**config.mk**
```make
export PLATFORM = sky130hd
export DESIGN_NAME = cp0_exc_sequencer
export DESIGN_NICKNAME = d
export VERILOG_FILES = /design/src/rtl/cp0_exc_sequencer.sv
export SDC_FILE = /design/constraint.sdc
export NUM_CORES = 1
export LEC_CHECK = 0
export BUFFER_PORTS_ARGS = -buffer_cell sky130_fd_sc_hd__buf_2
export CORE_UTILIZATION = 50
export DETAILED_ROUTE_END_ITERATION = 10
export PLACE_DENSITY = 0.91
export SLEW_MARGIN = 0
export SYNTH_ARGS = -nofsm -noshare
export SYNTH_HDL_FRONTEND = slang
export SYNTH_SLANG_ARGS = --single-unit
export TNS_END_PERCENT = 10
```
**constraint.sdc**
```tcl
create_clock -name clk -period 4.8 [get_ports clk]
set_clock_uncertainty 0.1 [all_clocks]
set_input_delay 0.96 -clock clk [delete_from_list [all_inputs] [get_ports clk]]
set_output_delay 0.96 -clock clk [all_outputs]
set_load 0.02 [all_outputs]
```
**src/rtl/cp0_exc_sequencer.sv**
```systemverilog
// CP0 commit-point sequencer: arbitrates interrupts, M-stage exceptions and ERET into one atomic entry/flush/redirect transaction.
// Optional macro CP0SEQ_STATS_EN builds saturating taken-interrupt/exception counters.
module cp0_exc_sequencer #(
    parameter logic [31:0] HANDLER_ADDR = 32'h0000_4180,
    parameter int          FLUSH_CYCLES = 2,
    parameter int          SYNC_STAGES  = 2
) (
    input  logic        clk,
    input  logic        reset_n,
    input  logic [5:0]  hw_int,
    input  logic [5:0]  sr_im,
    input  logic        sr_ie,
    input  logic        sr_exl,
    input  logic [31:0] epc_in,
    input  logic        m_valid,
    input  logic [4:0]  m_exc_code,
    input  logic [31:0] m_pc,
    input  logic        m_bd,
    input  logic        m_eret,
    input  logic        pc_ack,
    output logic        cp0_exc_we,
    output logic [4:0]  cp0_exc_code,
    output logic [31:0] cp0_epc,
    output logic        cp0_bd,
    output logic        cp0_exl_clr,
    output logic [5:0]  hwint_sync,
    output logic        flush_all,
    output logic        stall_req,
    output logic        pc_load,
    output logic [31:0] pc_target,
    output logic [15:0] int_cnt,
    output logic [15:0] exc_cnt
);

    localparam int CW = (FLUSH_CYCLES > 1) ? $clog2(FLUSH_CYCLES) : 1;

    typedef enum logic [2:0] {
        S_IDLE,
        S_ENTRY,
        S_ERET,
        S_FLUSH,
        S_REDIRECT
    } state_t;

    state_t                       r_state;
    logic [SYNC_STAGES-1:0][5:0]  r_sync;
    logic [CW-1:0]                r_flush_cnt;
    logic                         r_exc_we;
    logic [4:0]                   r_exc_code;
    logic [31:0]                  r_epc;
    logic                         r_bd;
    logic                         r_exl_clr;
    logic                         r_flush;
    logic                         r_stall;
    logic                         r_pc_load;
    logic [31:0]                  r_pc_target;

    logic        w_int_pend;
    logic        w_exc_pend;
    logic        w_take_int;
    logic        w_take_exc;
    logic        w_take_eret;
    logic [31:0] w_epc;

    // hw_int is asynchronous; only the last synchronizer stage is ever observed.
    always_ff @(posedge clk or negedge reset_n) begin
        if (!reset_n) begin
            r_sync <= '0;
        end else begin
            r_sync <= {r_sync[SYNC_STAGES-2:0], hw_int};
        end
    end

    assign hwint_sync  = r_sync[SYNC_STAGES-1];
    assign w_int_pend  = (|(hwint_sync & sr_im)) & sr_ie & ~sr_exl;
    assign w_exc_pend  = (m_exc_code != 5'd0) & ~sr_exl;
    assign w_take_int  = (r_state == S_IDLE) & m_valid & w_int_pend;
    assign w_take_exc  = (r_state == S_IDLE) & m_valid & ~w_int_pend & w_exc_pend;
    assign w_take_eret = (r_state == S_IDLE) & m_valid & ~w_int_pend & ~w_exc_pend & m_eret;
    assign w_epc       = m_bd ? (m_pc - 32'd4) : m_pc;

    always_ff @(posedge clk or negedge reset_n) begin
        if (!reset_n) begin
            r_state     <= S_IDLE;
            r_flush_cnt <= '0;
            r_exc_we    <= 1'b0;
            r_exc_code  <= '0;
            r_epc       <= '0;
            r_bd        <= 1'b0;
            r_exl_clr   <= 1'b0;
            r_flush     <= 1'b0;
            r_stall     <= 1'b0;
            r_pc_load   <= 1'b0;
            r_pc_target <= '0;
        end else begin
            r_exc_we  <= 1'b0;
            r_exl_clr <= 1'b0;
            case (r_state)
                S_IDLE: begin
                    // An interrupt beating a coincident exception drops the exception; the instruction re-executes later.
                    if (w_take_int || w_take_exc) begin
                        r_state     <= S_ENTRY;
                        r_exc_we    <= 1'b1;
                        r_exc_code  <= w_take_int ? 5'd0 : m_exc_code;
                        r_epc       <= w_epc;
                        r_bd        <= m_bd;
                        r_pc_target <= HANDLER_ADDR;
                        r_stall     <= 1'b1;
                    end else if (w_take_eret) begin
                        r_state     <= S_ERET;
                        r_exl_clr   <= 1'b1;
                        r_pc_target <= epc_in;
                        r_stall     <= 1'b1;
                    end
                end
                S_ENTRY, S_ERET: begin
                    r_state     <= S_FLUSH;
                    r_flush     <= 1'b1;
                    r_flush_cnt <= CW'(FLUSH_CYCLES - 1);
                end
                S_FLUSH: begin
                    if (r_flush_cnt == '0) begin
                        r_state   <= S_REDIRECT;
                        r_flush   <= 1'b0;
                        r_pc_load <= 1'b1;
                    end else begin
                        r_flush_cnt <= r_flush_cnt - 1'b1;
                    end
                end
                S_REDIRECT: begin
                    if (pc_ack) begin
                        r_state   <= S_IDLE;
                        r_pc_load <= 1'b0;
                        r_stall   <= 1'b0;
                    end
                end
                default: begin
                    r_state   <= S_IDLE;
                    r_flush   <= 1'b0;
                    r_pc_load <= 1'b0;
                    r_stall   <= 1'b0;
                end
            endcase
        end
    end

    assign cp0_exc_we   = r_exc_we;
    assign cp0_exc_code = r_exc_code;
    assign cp0_epc      = r_epc;
    assign cp0_bd       = r_bd;
    assign cp0_exl_clr  = r_exl_clr;
    assign flush_all    = r_flush;
    assign stall_req    = r_stall;
    assign pc_load      = r_pc_load;
    assign pc_target    = r_pc_target;

`ifdef CP0SEQ_STATS_EN
    logic [15:0] r_int_cnt;
    logic [15:0] r_exc_cnt;

    always_ff @(posedge clk or negedge reset_n) begin
        if (!reset_n) begin
            r_int_cnt <= '0;
            r_exc_cnt <= '0;
        end else begin
            if (w_take_int && (r_int_cnt != 16'hFFFF)) begin
                r_int_cnt <= r_int_cnt + 16'd1;
            end
            if (w_take_exc && (r_exc_cnt != 16'hFFFF)) begin
                r_exc_cnt <= r_exc_cnt + 16'd1;
            end
        end
    end

    assign int_cnt = r_int_cnt;
    assign exc_cnt = r_exc_cnt;
`else
    assign int_cnt = 16'h0;
    assign exc_cnt = 16'h0;
`endif

endmodule
```
==> impl_metrics.ini <==
[power_and_ir_drop]
leakagePower_nw = 2.677
p_per_area_mw_per_mm2 = 618.1
peakVddDrop_mv = 0.2472

[timing]
fin_crit_sh_pct = 60.37
maxSlewHeadroom_pct = 20.30
worst_pin_slew_ns = 1.195
setup_viol = 0
hold_violations = 0
slew_violations = 0
fmax_mhz = 345.1
rsz0062_at_grt = no
final.setup.tns_ns = 0
setup_slack_ns = 1.902
fin_crit_ns = 2.898

[logic_synthesis]
ys_seq_area_share_pct = 54.49
yosysWarnings = 0
ys_types = 40
yosysTopAreaCell = dfrtp_1
synth_top_area_share_pct = 54.49
syn_avg_cell_area_um2 = 10.77
ys_ff_latch = 91
netlist_instances = 388
ys_top_cells_by_area = dfrtp_1, buf_4, a22o_1, xnor2_1, nand2_1
syn_area_mm2 = 0.004179

[routing]
dr.first_iter.drc_count = 123
drc = 0
drt_first_pass_iters = 4
drt_wl_total_um = 9811
wire_per_inst_um = 15.09
dr_total_vias = 3384
ant_nets = 0
vias_per_cell = 5.206

[die]
num_rows = 32
fp.dieH_um = 93.42
pin_count = 202
die_w_um = 93.42
dieArea_mm2 = 0.008727
fp.coreArea_mm2 = 0.007888
start_util_pct = 52.98

[critical_path]
crit_type = in -> reg
startpoint = m_pc[12]
crit_arrival_ns = 3.01
crit_path_max_incr_delay_ns = 0.80
rr_worst_depth = 5
r2r_end = pc_target[22]
cp-endpoint = cp0_epc[25]
path_depth = 6
rrSetupSlack_ns = 2.23
worst-path-buf-inv = 1
crit_required_ns = 4.91
cpLargestDelayFamily = simple AND/OR/NAND/NOR gates
regToRegStartpoint = hwint_sync[1]
path_max_fanout = 17
critPathLaunchType = primary input
cp-end-kind = register
critical-path-slowest-cell = or4_1
path_cells = buf_2 -> or3_4 -> or4_1 -> nor4_1 -> xnor2_1 -> o21ai_0

[place]
routabilityCongestion = 0.8163
port_buffers = 169
pre_cts_slack_ns = 1.547
place_area_mm2 = 0.004925
dpl.hpwl_um = 7328

[clock_network]
cts_resized = 0
cts_tree = done
ctsLongestPathBuffers = 2
clkSinkCount = 91
cts.clk_slew.worst_paths_ns = 0.09
cts_hold_buf = 0
cts-root-buf = clkbuf_8
numCtsBuffers = 9
htreeDepth = 3
insertion_delay_ns = 0.34
post_cts_buffers = 0

[job]
maxCapViolCount = 0

[final_layout]
nFillCells = 623
final_design_area_no_fill_mm2 = 0.005175
fin_nets = 633
insertedDiodeCount = 0
area_growth_pct = 23.83
drive_gt1_share_pct = 37.41

[global_route]
grt_max_degree = 92
first_global_vias = 3129
gr-total-overflow = 0
grt.total_usage_pct = 22.13
grt_pass1_wl_um = 14970
antenna_found_initial = 0

[worst_hold_path]
hp-start = r_sync[2]
min_path_type = reg -> reg

[status]
status = complete, no violations
cell usage in the layout, fill, tap and decap left out, drive strengths merged, types with 10 or more instances in the layout:
master  netlist  layout
a22o         30      30
clkbuf       13      10
nor2         11      11
buf          46     172
xnor2        25      25
o21ai        37      37
nand2        52      52
nor4         16      16
nor3         13      13
conb          1      32
dfrtp        91      91
Yosys cell counts (all sizes together):
master and count:
a21oi 6, a22o 30, a22oi 4, a311o 1, a311oi 1, a31oi 2
and2 1, buf 46, clkbuf 13, conb 1, dfrtp 91, ha 1
inv 6, mux2 4, nand2 52, nand2b 3, nand3 6, nand3b 2
nor2 11, nor2b 1, nor3 13, nor4 16, nor4b 3, o21ai 37
o22ai 1, o41ai 1, or2 2, or3 3, or4 3, xnor2 25
xor2 2
registers in the layout, summed over array words and instances (netlist names), 3 cells and up:
| name | flops |
|---|---|
| pc_target | 32 |
| cp0_epc | 32 |
| r_sync | 6 |
| cp0_exc_code | 5 |
| hwint_sync | 6 |
| r_state | 3 |
metrics by stage:
step	utilization (%)	instances	hold slack (ns)	power (mW)
finish	65.61	650	0.2583	3.199
global route	65.61	650	0.2673	3.381
CTS	65.61	650	0.2631	3.220
detailed placement	62.44	634	0.2419	2.595
global placement	62.44	634	0.2323	2.538
floorplan	-	419	0.2312	2.104
power by group:
part / switching (mW) / total, mW / leakage [nW] / internal [mW]
Sequential: 0.204 / 1.31 / 1.15 / 1.10
Clock: 0.261 / 0.622 / 0.126 / 0.361
Combinational: 0.809 / 1.27 / 1.40 / 0.463
worst min path at each step:
stage / end / slack [ns] / cells after the start
finish: hwint_sync[2] / 0.26 / 0
global placement: hwint_sync[5] / 0.23 / 0
CTS: hwint_sync[3] / 0.26 / 0
detailed placement: hwint_sync[3] / 0.24 / 0
global route: hwint_sync[2] / 0.27 / 0
floorplan: hwint_sync[0] / 0.23 / 0
routing by layer:
layer / vias to the layer above / part of all wire [%] / track usage [%]
met5: - / 0 / 0
met2: 137 / 53 / 40.13
met3: 15 / 6.0 / 3.821
met1: 1638 / 40 / 26.36
li1: 1594 / - / -
met4: 0 / 1.3 / 7.692
cells by family after synthesis:
logic type               count (synthesis)  synth area share (%)
other                                    1               0.08973
buffers and inverters                   65                 9.850
multiplexers                             4                 1.078
AO/OA/AOI/OAI                           83                 13.26
AND/OR/NAND/NOR                        116                 15.27
XOR/XNOR                                27                 5.659
flip-flops                              91                 54.49
adder cells (fa/ha/maj)                  1                0.2994
layout make-up:
type | count | area, um2 | share of cell area (%)
Clock inverter | 6 | 112.6 | 2.176
Inverter | 6 | 22.52 | 0.4352
Multi-Input combinational cell | 263 | 1627 | 31.43
Tap cell | 102 | 127.6 | 2.466
Clock buffer | 10 | 137.6 | 2.660
Timing Repair Buffer | 172 | 870.8 | 16.83
Sequential cell | 91 | 2277 | 44.00
Note: power is estimated with default switching activity, not from simulation.
